### src/rtl/scrambler_gen.sv
// scrambler_gen: draws a sequence of pseudo-random indices from a 16-bit LFSR.
// Each index is in 0..range-1, and the indices are stored in a small register
// memory that can be read back at any time.
//
// Optional feature macro: SCRAMBLER_NOREPEAT_EN
//   When it is defined, a candidate that equals the previously accepted index
//   is rejected for every index after the first in a sequence. The check only
//   applies when the latched range is >= 2.
//
// state  | meaning
// -------+-------------------------------------------------------------
// IDLE   | waiting for start; the LFSR keeps free-running
// DRAW   | one candidate per cycle; accepted ones are stored in mem
// DONE   | single-cycle completion pulse, then back to IDLE
module scrambler_gen #(
  parameter int IDX_W = 3,
  parameter int DEPTH = 6,
  parameter int LEN_W = 4
) (
  input  logic             clk,
  input  logic             rst,
  input  logic             rng_gen,
  input  logic             start,
  input  logic [LEN_W-1:0] len,
  input  logic [IDX_W:0]   range,
  input  logic [LEN_W-1:0] rd_addr,
  output logic [IDX_W-1:0] rd_data,
  output logic             idx_valid,
  output logic [IDX_W-1:0] idx_out,
  output logic             busy,
  output logic             done
);

  localparam logic [1:0] S_IDLE = 2'd0;
  localparam logic [1:0] S_DRAW = 2'd1;
  localparam logic [1:0] S_DONE = 2'd2;

  localparam logic [15:0]      LFSR_SEED = 16'hACE1;
  localparam logic [LEN_W-1:0] DEPTH_L   = LEN_W'(DEPTH);

  logic [1:0]       state, state_nxt;
  logic [15:0]      lfsr, lfsr_nxt;
  logic             lfsr_fb;
  logic [LEN_W-1:0] count, len_q;
  logic [LEN_W-1:0] len_clamp, count_inc;
  logic [IDX_W:0]   range_q, range_fix;
  logic [IDX_W-1:0] prev;
  logic [IDX_W-1:0] cand;
  logic [IDX_W-1:0] mem [DEPTH];
  logic             draw_open;
  logic             in_range;
  logic             repeat_hit;
  logic             accept;
  logic             start_ok;

  // LFSR next value, with lock-up escape back to the seed
  always_comb begin
    lfsr_fb  = lfsr[15] ^ lfsr[13] ^ lfsr[12] ^ lfsr[10] ^ rng_gen;
    lfsr_nxt = {lfsr[14:0], lfsr_fb};
    if (lfsr_nxt == 16'h0000) begin
      lfsr_nxt = LFSR_SEED;
    end
  end

  // Request sanitising: len is clamped to the storage depth, range 0 acts as 1
  always_comb begin
    len_clamp = (len > DEPTH_L) ? DEPTH_L : len;
    range_fix = (range == '0) ? (IDX_W+1)'(1) : range;
    start_ok  = (state == S_IDLE) && start;
  end

  // Candidate formation and acceptance. With a single legal index the
  // candidate is forced to 0, so every DRAW cycle yields an index.
  always_comb begin
    cand       = (range_q == (IDX_W+1)'(1)) ? '0 : lfsr[IDX_W-1:0];
    in_range   = ({1'b0, cand} < range_q);
    draw_open  = (count < len_q);
    count_inc  = count + 1'b1;
`ifdef SCRAMBLER_NOREPEAT_EN
    repeat_hit = (count != '0) && (range_q >= (IDX_W+1)'(2)) && (cand == prev);
`else
    repeat_hit = 1'b0;
`endif
    accept     = (state == S_DRAW) && draw_open && in_range && !repeat_hit;
  end

`ifndef SCRAMBLER_NOREPEAT_EN
  // prev is still tracked in this build, but it never affects acceptance
  logic unused_prev;
  assign unused_prev = ^prev;
`endif

  // Next-state logic
  always_comb begin
    state_nxt = state;
    case (state)
      S_IDLE: begin
        if (start) state_nxt = S_DRAW;
      end
      S_DRAW: begin
        if (!draw_open) begin
          state_nxt = S_DONE;
        end else if (accept && (count_inc == len_q)) begin
          state_nxt = S_DONE;
        end
      end
      S_DONE:  state_nxt = S_IDLE;
      default: state_nxt = S_IDLE;
    endcase
  end

  // State, LFSR, request latches and the index memory
  always_ff @(posedge clk) begin
    if (rst) begin
      state   <= S_IDLE;
      lfsr    <= LFSR_SEED;
      count   <= '0;
      prev    <= '0;
      len_q   <= '0;
      range_q <= '0;
      for (int i = 0; i < DEPTH; i++) begin
        mem[i] <= '0;
      end
    end else begin
      state <= state_nxt;
      lfsr  <= lfsr_nxt;
      if (start_ok) begin
        len_q   <= len_clamp;
        range_q <= range_fix;
        count   <= '0;
      end
      if (accept) begin
        count <= count_inc;
        prev  <= cand;
        for (int i = 0; i < DEPTH; i++) begin
          if (count == LEN_W'(i)) mem[i] <= cand;
        end
      end
    end
  end

  // Read port: out-of-range addresses return 0
  always_comb begin
    rd_data = '0;
    for (int i = 0; i < DEPTH; i++) begin
      if (rd_addr == LEN_W'(i)) rd_data = mem[i];
    end
  end

  // Status outputs
  always_comb begin
    idx_valid = accept;
    idx_out   = accept ? cand : '0;
    busy      = (state == S_DRAW);
    done      = (state == S_DONE);
  end

endmodule
### config.mk
export PLATFORM = sky130hd
export DESIGN_NAME = scrambler_gen
export DESIGN_NICKNAME = d
export VERILOG_FILES = /design/src/rtl/scrambler_gen.sv
export SDC_FILE = /design/constraint.sdc
export NUM_CORES = 1
export LEC_CHECK = 0
export CAP_MARGIN = 15
export CELL_PAD_IN_SITES_DETAIL_PLACEMENT = 1
export CELL_PAD_IN_SITES_GLOBAL_PLACEMENT = 2
export CORE_MARGIN = 3
export CORE_UTILIZATION = 38
export DETAILED_ROUTE_END_ITERATION = 10
export PLACE_DENSITY_LB_ADDON = 0.1
export SLEW_MARGIN = 10
export SYNTH_ARGS = -nofsm -noshare
export SYNTH_HDL_FRONTEND = slang
export SYNTH_SLANG_ARGS = --single-unit
### constraint.sdc
create_clock -name clk -period 7.55 [get_ports clk]
set_input_delay 1.51 -clock clk [delete_from_list [all_inputs] [get_ports clk]]
set_output_delay 1.51 -clock clk [all_outputs]
set_load 0.01 [all_outputs]
==> key figures <==
Logic synthesis
  – Yosys warns: 0
  – Predominant post-synthesis flop cell: dfxtp_1
  – Yosys cell types: 43
  – Sequential share of the synthesized area: 0.498
  – Post-synth top area cell: dfxtp_1
  – Yosys reg bits: 48
  – Mean Syn Cell Area: 9.43 sq um
  – Mapped Area: between 2000 and 2500 sq um
  – Net count after synthesis: 269
  – Asr flop ratio synth: 0
  – Synth area leaders: dfxtp_1, edfxtp_1, ha_1
  – Proportion of netlist area held by the largest area contributor: 0.262
  – EDFF count, synth: 18
  – Synth top cells by count: dfxtp_1, nor2_1, nand2_1
  – Post-Synthesis Cells: around 240

Drt
  – Routed vias: 1740
  – Routed WL: 4860 um
  – Iter 0 DRT Violations: 95
  – Antenna Nets Post-Route: 0
  – Drt first pass iters: 4
  – Residual DRC: 0
  – Post-detailed-route wirelength per cell: 14.4 um
  – Via density: 5.16

Clock tree
  – Clk Latency, worst-skew pair: 0.30 ns
  – CTS tree: done
  – # Post-CTS Setup Buffers: 0
  – Sink Count: 48
  – Max clock buf depth: 2
  – Clk root buf: clkbuf_8
  – CTS Hold Bufs: 0
  – Inserted Clock Buffers: 5
  – Worst-path clk slew: 0.08 ns
  – H-tree depth: 2
  – Post_cts resized: 0

STA
  – Slew Viols, Final: 0
  – Fin. Hold Viols: 0
  – Max Clock Freq: 0.197 GHz
  – Final period util: 0.674
  – Clock skew: ~0.0097 ns
  – PnR worst setup slack: 2.46 ns
  – Setup TNS: 0 ns
  – RSZ-0062 raised after global routing: false
  – Endpoints failing setup: 0
  – Rel. slew slack: 0.597
  – Final hold slack: 0.448 ns
  – Tmin final: 5.09 ns
  – Worst-Margin Slew: a little under 0.6 ns

Floorplanning
  – Die width: 83.6 um
  – Die extent in y: 83.6 um
  – Total I/O pin count: 25
  – Initial core utilization: 0.404
  – Num rows: 27
  – Die ar.: 7000 sq um
  – Floorplan Core Area: 5680 sq um

Power and ir drop
  – Power Density: 199 nW/um^2
  – Peak supply drop: 105 uV
  – Leakage Power: 0.971 nW

Setup path
  – Startpoint types: primary input
  – Slowest CP cell: clkdlybuf4s50_1
  – Crit path max fanout: 11
  – CP endpoint kind: output port
  – Critical Path Max Stage Delay: 0.60 ns
  – CP arrival: 3.58 ns
  – WS Path Type: primary input to output port
  – CP required: 6.04 ns
  – CP dominant cell by count: clkdlybuf4s50_1
  – CP Cell Sequence: clkdlybuf4s50_1 > nor3b_1 > o21ai_0 > a32o_1 > clkdlybuf4s50_1

GRT
  – Initial antenna violation count: 0
  – Vias in the first global route: 1808
  – Total track usage: 0.149
  – Largest net degree at the start of global routing: 27
  – Global-route wire length before repair: 8540 um
  – Gr ovfl total: 0

Layout
  – Share of cells above drive strength 1: 0.0679
  – Cell Count, Final, Fillers Out: about 340
  – Area Overhead vs Synth: 17.1%
  – Nets: 290
  – N_diodes: 0

Placement
  – Hpwl dp: 3640 um
  – PortBufs: 24
  – Placed Cells: roughly 330
  – Place WS: 2.47 ns
  – Routability congestion estimate: 0.735

Run
  – MaxCap Viol Count: 0

Run status
  – Status: finished clean

Hold path
  – Worst min path class: register to register
==> cell families after synthesis <==
family / synth area share
adders and majority gates: 0.0546
buffers and inverters: 0.0502
xor gates and xnor gates: 0.0344
and+or+nand+nor: 0.232
muxes: 0.00874
DFF: 0.498
AOI/OAI and AO/OA: 0.122
==> layout by cell type, fill, tap and decap left out, drive strengths merged, types with 3 or more instances in the layout <==
cell type,instances
nor2,30
dfxtp,30
ha,10
o21ai,12
nor3,5
nand2,22
a31o,6
clkdlybuf4s50,24
nor2b,13
xnor2,8
nand4b,3
nand3b,3
a31oi,3
inv,18
nand3,6
edfxtp,18
a21oi,8
nor4,4
clkbuf,7
or3,9
==> sequential cells by signal, summed over array words and instances (netlist names) <==
signal,cells
lfsr,16
mem,18
state,2
range_q,4
count,4
len_q,4
==> path summary, 6_finish.rpt <==
check	start	endpoint	slack, ns	depth (start not counted)
setup / recovery	rd_addr[1]	rd_data[0]	2.46	5
hold / removal	lfsr[6]	lfsr[7]	0.45	1
setup reg to reg	range_q[1]	mem[5][0]	4.68	8
hold reg to reg	lfsr[6]	lfsr[7]	0.45	1
==> worst max-delay path, delay by kind of cell <==
| kind | cells | cell delay, ns |
|---|---|---|
| AO/OA/AOI/OAI | 2 | 0.43 |
| AND/OR/NAND/NOR | 1 | 0.56 |
| buffers and inverters | 2 | 1.08 |
==> layout make-up <==
| cell class | count | area (sq um) |
|---|---|---|
| clock inverters | 1 | 5.00 |
| inverters | 18 | 67.6 |
| flip-flops and latches | 48 | 1140 |
| multi-input cells | 166 | 1030 |
| well taps | 72 | 90.1 |
| repair buffers | 25 | 248 |
| clock buffers | 7 | 97.6 |
| fillers | 660 | 2990 |
==> per-layer routing <==
layer / global-route usage / wire, um / part of all wire / vias up
met5: 0 / 0 / 0 / -
met4: 0.0453 / 68 / 0.014 / 0
met3: 0.0355 / 154 / 0.032 / 7
met2: 0.237 / 2220 / 0.46 / 22
met1: 0.200 / 2420 / 0.50 / 820
li1: - / - / - / 891
==> per-stage QoR <==
stage           util  area (sq um)  total power [mW]
6_report       0.473          2680             0.535
4_1_cts        0.473          2680             0.541
5_1_grt        0.473          2680             0.562
3_5_place_dp   0.455          2580             0.374
2_1_floorplan      -          2290             0.346
3_3_place_gp   0.455          2580             0.373
==> where the power goes <==
part	switching (mW)	internal [mW]	leakage (nW)
logic	0.0398	0.0362	0.483
clock network	0.0819	0.0850	0.0534
registers	0.00946	0.282	0.434
total	0.131	0.403	0.971
Note: power is estimated with default switching activity, not from simulation.
